$ cat config.mk
export PLATFORM = sky130hd
export DESIGN_NAME = c_fetch_aligner
export DESIGN_NICKNAME = d
export VERILOG_FILES = /design/src/rtl/c_fetch_aligner.sv
export SDC_FILE = /design/constraint.sdc
export NUM_CORES = 1
export LEC_CHECK = 0
export BUFFER_PORTS_ARGS = -buffer_cell sky130_fd_sc_hd__buf_2
export CAP_MARGIN = 20
export CORE_ASPECT_RATIO = 1.4
export CORE_MARGIN = 5
export CORE_UTILIZATION = 50
export DETAILED_ROUTE_END_ITERATION = 7
export GPL_TIMING_DRIVEN = 0
export PLACE_DENSITY = 0.73
export SLEW_MARGIN = 40
export SYNTH_ARGS = -nofsm -noshare
export SYNTH_HDL_FRONTEND = slang
export SYNTH_SLANG_ARGS = --single-unit
$ cat constraint.sdc
create_clock -name clk -period 3.3 [get_ports clk]
set_clock_uncertainty 0.2 [all_clocks]
set_input_delay 0.33 -clock clk [delete_from_list [all_inputs] [get_ports clk]]
set_output_delay 0.33 -clock clk [all_outputs]
set_load 0.005 [all_outputs]
$ cat src/rtl/c_fetch_aligner.sv
// rtl/c_fetch_aligner.sv - realigns word fetches into a 16/32-bit instruction stream with RV32C expansion
module c_fetch_aligner #(
  parameter int ADDR_W   = 8,
  parameter int RESET_PC = 0,
  parameter int C_EXT    = 1
) (
  input  logic              clk,
  input  logic              rst_n,
  input  logic              flush,
  input  logic [ADDR_W-1:0] flush_pc,
  output logic              fetch_req,
  output logic [ADDR_W-1:0] fetch_addr,
  input  logic              fetch_valid,
  input  logic [31:0]       fetch_data,
  output logic              out_valid,
  input  logic              out_ready,
  output logic [31:0]       out_instr,
  output logic [ADDR_W-1:0] out_pc,
  output logic              out_compressed,
  output logic              out_illegal
);

  localparam logic [ADDR_W-1:0] RST_PC = ADDR_W'(RESET_PC);

  // Returns {illegal, instr}; unsupported encodings give {1, 0}.
  function automatic logic [32:0] expand(input logic [15:0] c);
    logic [4:0]  rd_p, rs_p, rd, rs2;
    logic [11:0] imm_i;
    logic [20:0] joff;
    logic [32:0] r;
    rd_p  = {2'b01, c[4:2]};
    rs_p  = {2'b01, c[9:7]};
    rd    = c[11:7];
    rs2   = c[6:2];
    imm_i = {{6{c[12]}}, c[12], c[6:2]};
    joff  = {{10{c[12]}}, c[8], c[10:9], c[6], c[7], c[2], c[11], c[5:3], 1'b0};
    r     = {1'b1, 32'h0};
    case ({c[1:0], c[15:13]})
      5'b00_010: r = {1'b0, 5'b0, c[5], c[12:10], c[6], 2'b00, rs_p, 3'b010, rd_p, 7'b0000011};
      5'b00_110: r = {1'b0, 5'b0, c[5], c[12], rd_p, rs_p, 3'b010, c[11:10], c[6], 2'b00, 7'b0100011};
      5'b01_000: r = {1'b0, imm_i, rd, 3'b000, rd, 7'b0010011};
      5'b01_010: r = {1'b0, imm_i, 5'd0, 3'b000, rd, 7'b0010011};
      5'b01_101: r = {1'b0, joff[20], joff[10:1], joff[11], joff[19:12], 5'd0, 7'b1101111};
      5'b10_100: begin
        if (!c[12]) begin
          if (rs2 == 5'd0) begin
            if (rd != 5'd0) r = {1'b0, 12'd0, rd, 3'b000, 5'd0, 7'b1100111};
          end else begin
            r = {1'b0, 7'd0, rs2, 5'd0, 3'b000, rd, 7'b0110011};
          end
        end else if (rs2 != 5'd0) begin
          r = {1'b0, 7'd0, rs2, rd, 3'b000, rd, 7'b0110011};
        end
      end
      default: r = {1'b1, 32'h0};
    endcase
    if (C_EXT == 0) r = {1'b1, 32'h0};
    return r;
  endfunction

  logic [15:0]       hw_q [3];
  logic [15:0]       hw_d [3];
  logic [1:0]        cnt_q, cnt_d;
  logic              outstanding_q, outstanding_d;
  logic              discard_q, discard_d;
  logic              skip_lo_q, skip_lo_d;
  logic              run_q, run_d;
  logic [ADDR_W-1:0] fetch_ptr_q, fetch_ptr_d;
  logic [ADDR_W-1:0] out_pc_q, out_pc_d;

  logic        is32, take;
  logic [1:0]  used, rem;
  logic [32:0] exp_w;

  assign fetch_req  = run_q & (cnt_q < 2'd2) & ~outstanding_q & ~flush;
  assign fetch_addr = fetch_ptr_q;
  assign out_pc     = out_pc_q;

  always_comb begin
    is32           = (hw_q[0][1:0] == 2'b11);
    out_valid      = ((cnt_q != 2'd0) && !is32) || (cnt_q >= 2'd2);
    exp_w          = expand(hw_q[0]);
    out_instr      = 32'h0;
    out_compressed = 1'b0;
    out_illegal    = 1'b0;
    if (out_valid) begin
      if (is32) begin
        out_instr = {hw_q[1], hw_q[0]};
      end else begin
        out_compressed = 1'b1;
        out_illegal    = exp_w[32];
        out_instr      = exp_w[31:0];
      end
    end
  end

  always_comb begin
    hw_d          = hw_q;
    skip_lo_d     = skip_lo_q;
    outstanding_d = outstanding_q;
    discard_d     = discard_q;
    fetch_ptr_d   = fetch_ptr_q;
    out_pc_d      = out_pc_q;
    run_d         = 1'b1;
    take          = out_valid & out_ready;
    used          = take ? (is32 ? 2'd2 : 2'd1) : 2'd0;

    if (take) begin
      out_pc_d = out_pc_q + (is32 ? ADDR_W'(4) : ADDR_W'(2));
      if (is32) begin
        hw_d[0] = hw_q[2];
      end else begin
        hw_d[0] = hw_q[1];
        hw_d[1] = hw_q[2];
      end
    end
    rem   = cnt_q - used;
    cnt_d = rem;

    // Appended halfwords land after whatever survives this cycle's consume.
    if (fetch_valid) begin
      outstanding_d = 1'b0;
      if (discard_q) begin
        discard_d = 1'b0;
      end else if (skip_lo_q) begin
        skip_lo_d = 1'b0;
        cnt_d     = rem + 2'd1;
        case (rem)
          2'd0:    hw_d[0] = fetch_data[31:16];
          2'd1:    hw_d[1] = fetch_data[31:16];
          default: hw_d[2] = fetch_data[31:16];
        endcase
      end else begin
        cnt_d = rem + 2'd2;
        if (rem == 2'd0) {hw_d[1], hw_d[0]} = fetch_data;
        else             {hw_d[2], hw_d[1]} = fetch_data;
      end
    end

    if (fetch_req) begin
      outstanding_d = 1'b1;
      fetch_ptr_d   = fetch_ptr_q + ADDR_W'(4);
    end

    if (flush) begin
      cnt_d         = 2'd0;
      fetch_ptr_d   = {flush_pc[ADDR_W-1:2], 2'b00};
      skip_lo_d     = flush_pc[1];
      out_pc_d      = flush_pc;
      outstanding_d = outstanding_q & ~fetch_valid;
      discard_d     = outstanding_q & ~fetch_valid;
    end
  end

  always_ff @(posedge clk or negedge rst_n) begin
    if (!rst_n) begin
      for (int i = 0; i < 3; i++) hw_q[i] <= 16'h0;
      cnt_q         <= 2'd0;
      outstanding_q <= 1'b0;
      discard_q     <= 1'b0;
      skip_lo_q     <= RST_PC[1];
      run_q         <= 1'b0;
      fetch_ptr_q   <= {RST_PC[ADDR_W-1:2], 2'b00};
      out_pc_q      <= RST_PC;
    end else begin
      hw_q          <= hw_d;
      cnt_q         <= cnt_d;
      outstanding_q <= outstanding_d;
      discard_q     <= discard_d;
      skip_lo_q     <= skip_lo_d;
      run_q         <= run_d;
      fetch_ptr_q   <= fetch_ptr_d;
      out_pc_q      <= out_pc_d;
    end
  end

endmodule

## Word level (Yosys, flattened, before mapping)

Index checks and enable logic that the tools add are counted.

| word-level totals | value |
|---|---|
| register bits after elaboration | 70 |
| input port bits | 45 |
| output and inout port bits | 52 |
| word-level logic and storage cells | 93 |

| operators by class | value |
|---|---|
| $add $sub $neg | 5 |
| $lt $le $gt $ge | 2 |
| equal/unequal tests | 11 |
| muxes and demuxes | 41 |
| bitwise logic cells | 9 |
| reduce and logical (&&, ||, !) cells | 15 |

Operators with widths:

| cell | count |
|---|---|
| one-hot mux 33 bit (6 select lines) | 1 |
| two-way mux 48 bit | 3 |
| two-way mux 33 bit | 4 |
| two-way mux 16 bit | 8 |
| two-way mux 32 bit | 3 |
| two-way mux 8 bit | 4 |
| == test 5 x 4 -> 1 bit (second input constant) | 3 |
| two-way mux 2 bit | 6 |
| two-way mux 1 bit | 11 |
| nonzero test 5 bit | 2 |
| adder 8 x 3 -> 8 bit | 1 |
| adder 8 x 3 -> 8 bit (second input constant) | 1 |
| nonzero test 2 bit | 4 |
| != test 2 bit (second input constant) | 3 |
| bitwise AND 1 bit | 5 |
| == test 5 x 2 -> 1 bit (second input constant) | 1 |
| == test 5 x 3 -> 1 bit (second input constant) | 1 |
| == test 5 bit (second input constant) | 1 |
| zero test 5 bit | 1 |
| NOT 1 bit | 4 |
| AND reduction 4 bit | 1 |
| two-way mux 3 bit | 1 |
| nonzero test 3 bit | 1 |
| adder 2 x 1 -> 2 bit (second input constant) | 1 |
| 12 further kinds | 12 |

## Depth between registers and ports, before layout

| logic depth | value |
|---|---|
| depth in word-level cells | 13 |
| gate-level depth with buffers | 12 |
| mapped depth without buffers | 7 |

## Worst setup path after synthesis

No wires, ideal clock.

| timing | value |
|---|---|
| kind | reg-to-reg |
| start point | register hw_q[33] (netlist bit) |
| end point | register hw_q[10] (netlist bit) |
| library setup time | 0.125 ns |
| arrival time | 2.602 ns |
| required time | 2.975 ns |
| slack | 0.373 ns |
| cell stages (with the launch flop) | 12 |
| path buffers | 5 |
| period minus slack after synthesis | 2.927 ns |
| cells stage by stage | dfrtp_1 buf_2 a2bb2oi_2 and2_1 buf_2 buf_2 ha_1 buf_2 or2_2 a21oi_4 buf_6 mux2_4 |

| between the ends | value |
|---|---|
| cells in the longest elaborated chain, start to end | 11 |
| elaborated cells on any way between the ends | 14 |
| those cells by class | add/sub (1); eq/ne (4); mux (2); bitwise (1); reduce/logical (6) |

RTL lines:

| what | RTL line | text |
|---|---|---|
| start, declared | 61 | `logic [15:0] hw_q [3];` |
| start signal, assigned | 166 | `hw_q <= hw_d;` |
| == test 2 bit * | 80 | `is32 = (hw_q[0][1:0] == 2'b11);` |
| zero test 1 bit | 81 | `out_valid = ((cnt_q != 2'd0) && !is32) \|\| (cnt_q >= 2'd2);` |
| logical AND 1 bit | 81 |  |
| logical OR 1 bit | 81 |  |
| bitwise AND 1 bit | 105 | `take = out_valid & out_ready;` |
| two-way mux 2 bit * | 106 | `used = take ? (is32 ? 2'd2 : 2'd1) : 2'd0;` |
| subtractor 2 bit * | 117 | `rem = cnt_q - used;` |
| == test 2 x 1 -> 1 bit / zero test 2 bit (equally long branches) | 128, 135 |  |
| OR reduction 2 bit (no line) | - |  |
| != test 2 bit (no line) | - |  |
| AND reduction 4 bit (no line) * | - |  |

Mark *: on every way between the ends. The rest lies on a longest branch, timed or not.
A chain may end at the register's enable or synchronous reset.

## Worst setup path after layout

| timing | value |
|---|---|
| start point | register hw_q[32] (netlist bit) |
| end point | output out_instr[29] |

| between the ends | value |
|---|---|
| cells in the longest elaborated chain, start to end | 5 |
| elaborated cells on any way between the ends | 13 |
| those cells by class | eq/ne (7); mux (3); reduce/logical (3) |

RTL lines:

| what | RTL line | text |
|---|---|---|
| parallel branches: the longest is 4 deep, another holds one-hot mux 33 bit (6 select lines) | - |  |
| two-way mux 32 bit * | 86 | `if (out_valid) begin` |
| end, declared | 17 | `output logic [31:0] out_instr,` |

Mark *: on every way between the ends.

==> impl_metrics.csv <==
group,metric,value,unit
cts,cts_buffers,9,
cts,path_clk_slew,0.05,ns
sta,worst_pin_slew,0.8109,ns
global_route,use_met1,31.03,%
routing,drcViolationCount,0,
synth,ys.flop_type,"dfrtp_1",
die,ioPinCount,97,
global_route,use_met3,7.069,%
synth,synth_cell_types,78,
routing,ant_nets,0,
outcome,status,"complete, no violations",
global_route,use_met2,46.13,%
sta,grt_setup_unrepaired,"no",
synth,synth_enable_flop_cells,0,
place,port_buffers,94,
power_and_ir_drop,peakVddDrop,0.4241,mV
sta,relSlewSlack,45.94,%
sta,timing.final.crit_period,3.152,ns
critical_path,crit_fanout,10,
global_route,grt_usage,26.68,%
routing,drt-pass1-iter-count,5,
cts,cts_tree,"built",
die,die_area,11500,µm²
critical_path,critPathMostFrequentCell,"buf_2",
synth,ys_seq_area_share,36.09,%
cts,clock-root-buffer,"clkbuf_16",
layout,diodes,0,
critical_path,start_kind,"register",
sta,period_share,95.53,%
global_route,grt-ovfl-total,0,
cts,clock_latency,0.33,ns
routing,dr.first_iter.drc_count,398,
place,gp_congestion,0.9433,
die,initial_core_util,50.40,%
synth,syn_avg_cell_area,9.761,µm²
routing,routed_wl,15060,µm
power_and_ir_drop,power.density,1015,nW/µm²
layout,layout.nets,643,
layout,fill_cells,841,
die,die_x,92.07,µm
sta,maxSlewViolCount,0,
layout,final_common_cell,"buf_2",
synth,async_reset_ff_share,100.0,%
global_route,antenna_found_initial,0,
layout,final_cell_mix,"buf_2, dfrtp_1, a21oi_1, mux2i_1, inv_1",
hold_path,hp-class,"in -> reg",
critical_path,critPathKind,"reg -> out",
cts,cts_sinks,68,
synth,ys.warnings.count,0,
critical_path,required,2.77,ns
place,hpwl,11290,µm
sta,hold_violations,0,
global_route,grt_busiest_layer,"met2",
critical_path,cp_slowest_stage_delay,0.57,ns
routing,vias,4492,
critical_path,path_cells,"buf_2, nand2_1, inv_1, buf_4, buf_2, a21oi_1, a21oi_1, buf_2",
sta,finalSetupViolCount,0,
global_route,grt_first_pass_wirelength,24290,µm
flow_run,drv_cap,0,
global_route,grt_max_degree,37,
synth,synth.ff_latch_count,68,
power_and_ir_drop,leakage,0.002523,µW
cts,clk_path_buf_depth,2,
layout,syn2layout_area_growth,20.22,%
critical_path,cp_slowest_cell,"dfrtp_1",
global_route,grt_pass1_vias,4632,
cts,htree_levels,3,
layout,drive_gt1_share,31.10,%
critical_path,critPathCaptureType,"output pin",
layout,finish.instance_area,5668,µm²
die,fp-row-count,42,
critical_path,arrival,2.62,ns
sta,max_freq,317.2,MHz
die,die_y,124.9,µm
routing,post_drt_wl_per_cell,21.28,µm
die,core,9354,µm²
sta,hold_ws,0.01185,ns
place,dpl_cell_area,5353,µm²
routing,avgViaCountPerCell,6.345,
synth,syn_inst,483,
synth,syn_area,4715,µm²
-- what timing repair did --
| item | in CTS | in global routing |
|---|---|---|
| hold buffers | 1 | 0 |
| buffers inserted | 2 | 0 |
| gates resized for setup | 4 | 4 |
| pin swaps | 1 | 1 |
| setup endpoints to repair | 32 | 42 |
| endpoints found under the hold margin | 32 | 0 |
-- cell usage after synthesis, types with 4 or more instances --
library cell / n / share of area, %
a31oi_1: 9 / 1.2
a221oi_1: 25 / 4.6
o21ai_0: 13 / 1.4
nor3_1: 20 / 2.1
nand2b_1: 4 / 0.53
xnor2_1: 6 / 1.1
mux2i_1: 36 / 7.6
buf_2: 16 / 1.7
a22oi_1: 9 / 1.4
inv_1: 33 / 2.6
nor2b_1: 8 / 1.1
ha_1: 4 / 1.1
nor2_1: 19 / 1.5
nand2_1: 23 / 1.8
buf_4: 6 / 0.96
a21oi_1: 36 / 3.8
clkbuf_1: 14 / 1.1
mux2_4: 10 / 3.2
xor2_1: 4 / 0.74
a211oi_1: 8 / 1.3
and2_1: 5 / 0.66
dfrtp_1: 68 / 36
o31a_1: 4 / 0.74
mux2_2: 9 / 2.1
a22o_1: 11 / 2.0
a221oi_2: 10 / 3.2
-- report_power, final --
part / switching, µW / total, µW / leakage (µW) / internal [µW]
clock network: 335 / 862 / 0.000131 / 527
logic: 1780 / 3230 / 0.00161 / 1440
registers: 460 / 1660 / 0.000784 / 1200
total: 2580 / 5750 / 0.00252 / 3170
-- through the flow --
stage	setup WS, ns	util (%)	power, µW	instances	setup TNS [ns]
finish	0.1475	60.59	5751	708	0
floorplan	0.3733	-	3755	484	0
global placement	-0.01221	56.94	4690	688	-0.06930
global route	0.02081	60.59	6103	708	0
CTS	0.01751	60.39	5681	708	0
detailed placement	-0.1299	57.22	4771	689	-1.472
-- critical path: cells and delay by family, from the launching register on --
family	cells	cell delay, ns
AND/OR/NAND/NOR	1	0.32
AO/OA/AOI/OAI	2	0.33
buffers and inverters	5	1.06
flip-flops	1	0.57
-- layer usage --
metal | vias up | routed length, µm
met5 | - | 0
met2 | 233 | 7647
met1 | 2187 | 5781
met3 | 37 | 1183
met4 | 0 | 452
li1 | 2035 | -
-- final cells by class --
type,count,area [µm²],share of cell area (%)
timing repair buffer,98,521.8,9.205
inverter,33,123.9,2.185
buffer,40,227.7,4.018
clock buffer,14,254.0,4.481
tap,110,137.6,2.428
multi-input combinational,343,2691,47.48
sequential,68,1702,30.02
clock inverter,2,10.01,0.1766
-- state kept, by name (all words and copies together), names as in the netlist --
register and count:
cnt_q 2, discard_q 1, fetch_addr 6, hw_q 48, out_pc 8, outstanding_q 1
run_q 1, skip_lo_q 1
-- cells by family (layout without fill, tap and decap cells) --
| kind of cell | count (synthesis) | count (layout) | synth area share (%) |
|---|---|---|---|
| DFF | 68 | 68 | 36.09 |
| muxes | 56 | 56 | 13.22 |
| adders and majority gates | 5 | 5 | 1.486 |
| AOI/OAI and AO/OA | 161 | 161 | 27.26 |
| xor gates and xnor gates | 10 | 10 | 1.858 |
| and+or+nand+nor | 108 | 108 | 12.74 |
| other | 2 | 3 | 0.1593 |
| buffers and inverters | 73 | 187 | 7.192 |
-- final timing paths --
path / startpoint / endpoint / slack (ns) / depth (start not counted)
setup / recovery: hw_q[32] / out_instr[29] / 0.15 / 8
hold / removal: fetch_valid / discard_q / 0.01 / 2
hold reg to reg: out_pc[0] / out_pc[0] / 0.31 / 1
min in group asynchronous: rst_n / outstanding_q / 0.25 / 2
max in group asynchronous: rst_n / hw_q[25] / 2.15 / 3
setup reg to reg: hw_q[32] / hw_q[23] / 0.15 / 10
Power figures use the tool's default switching activity.
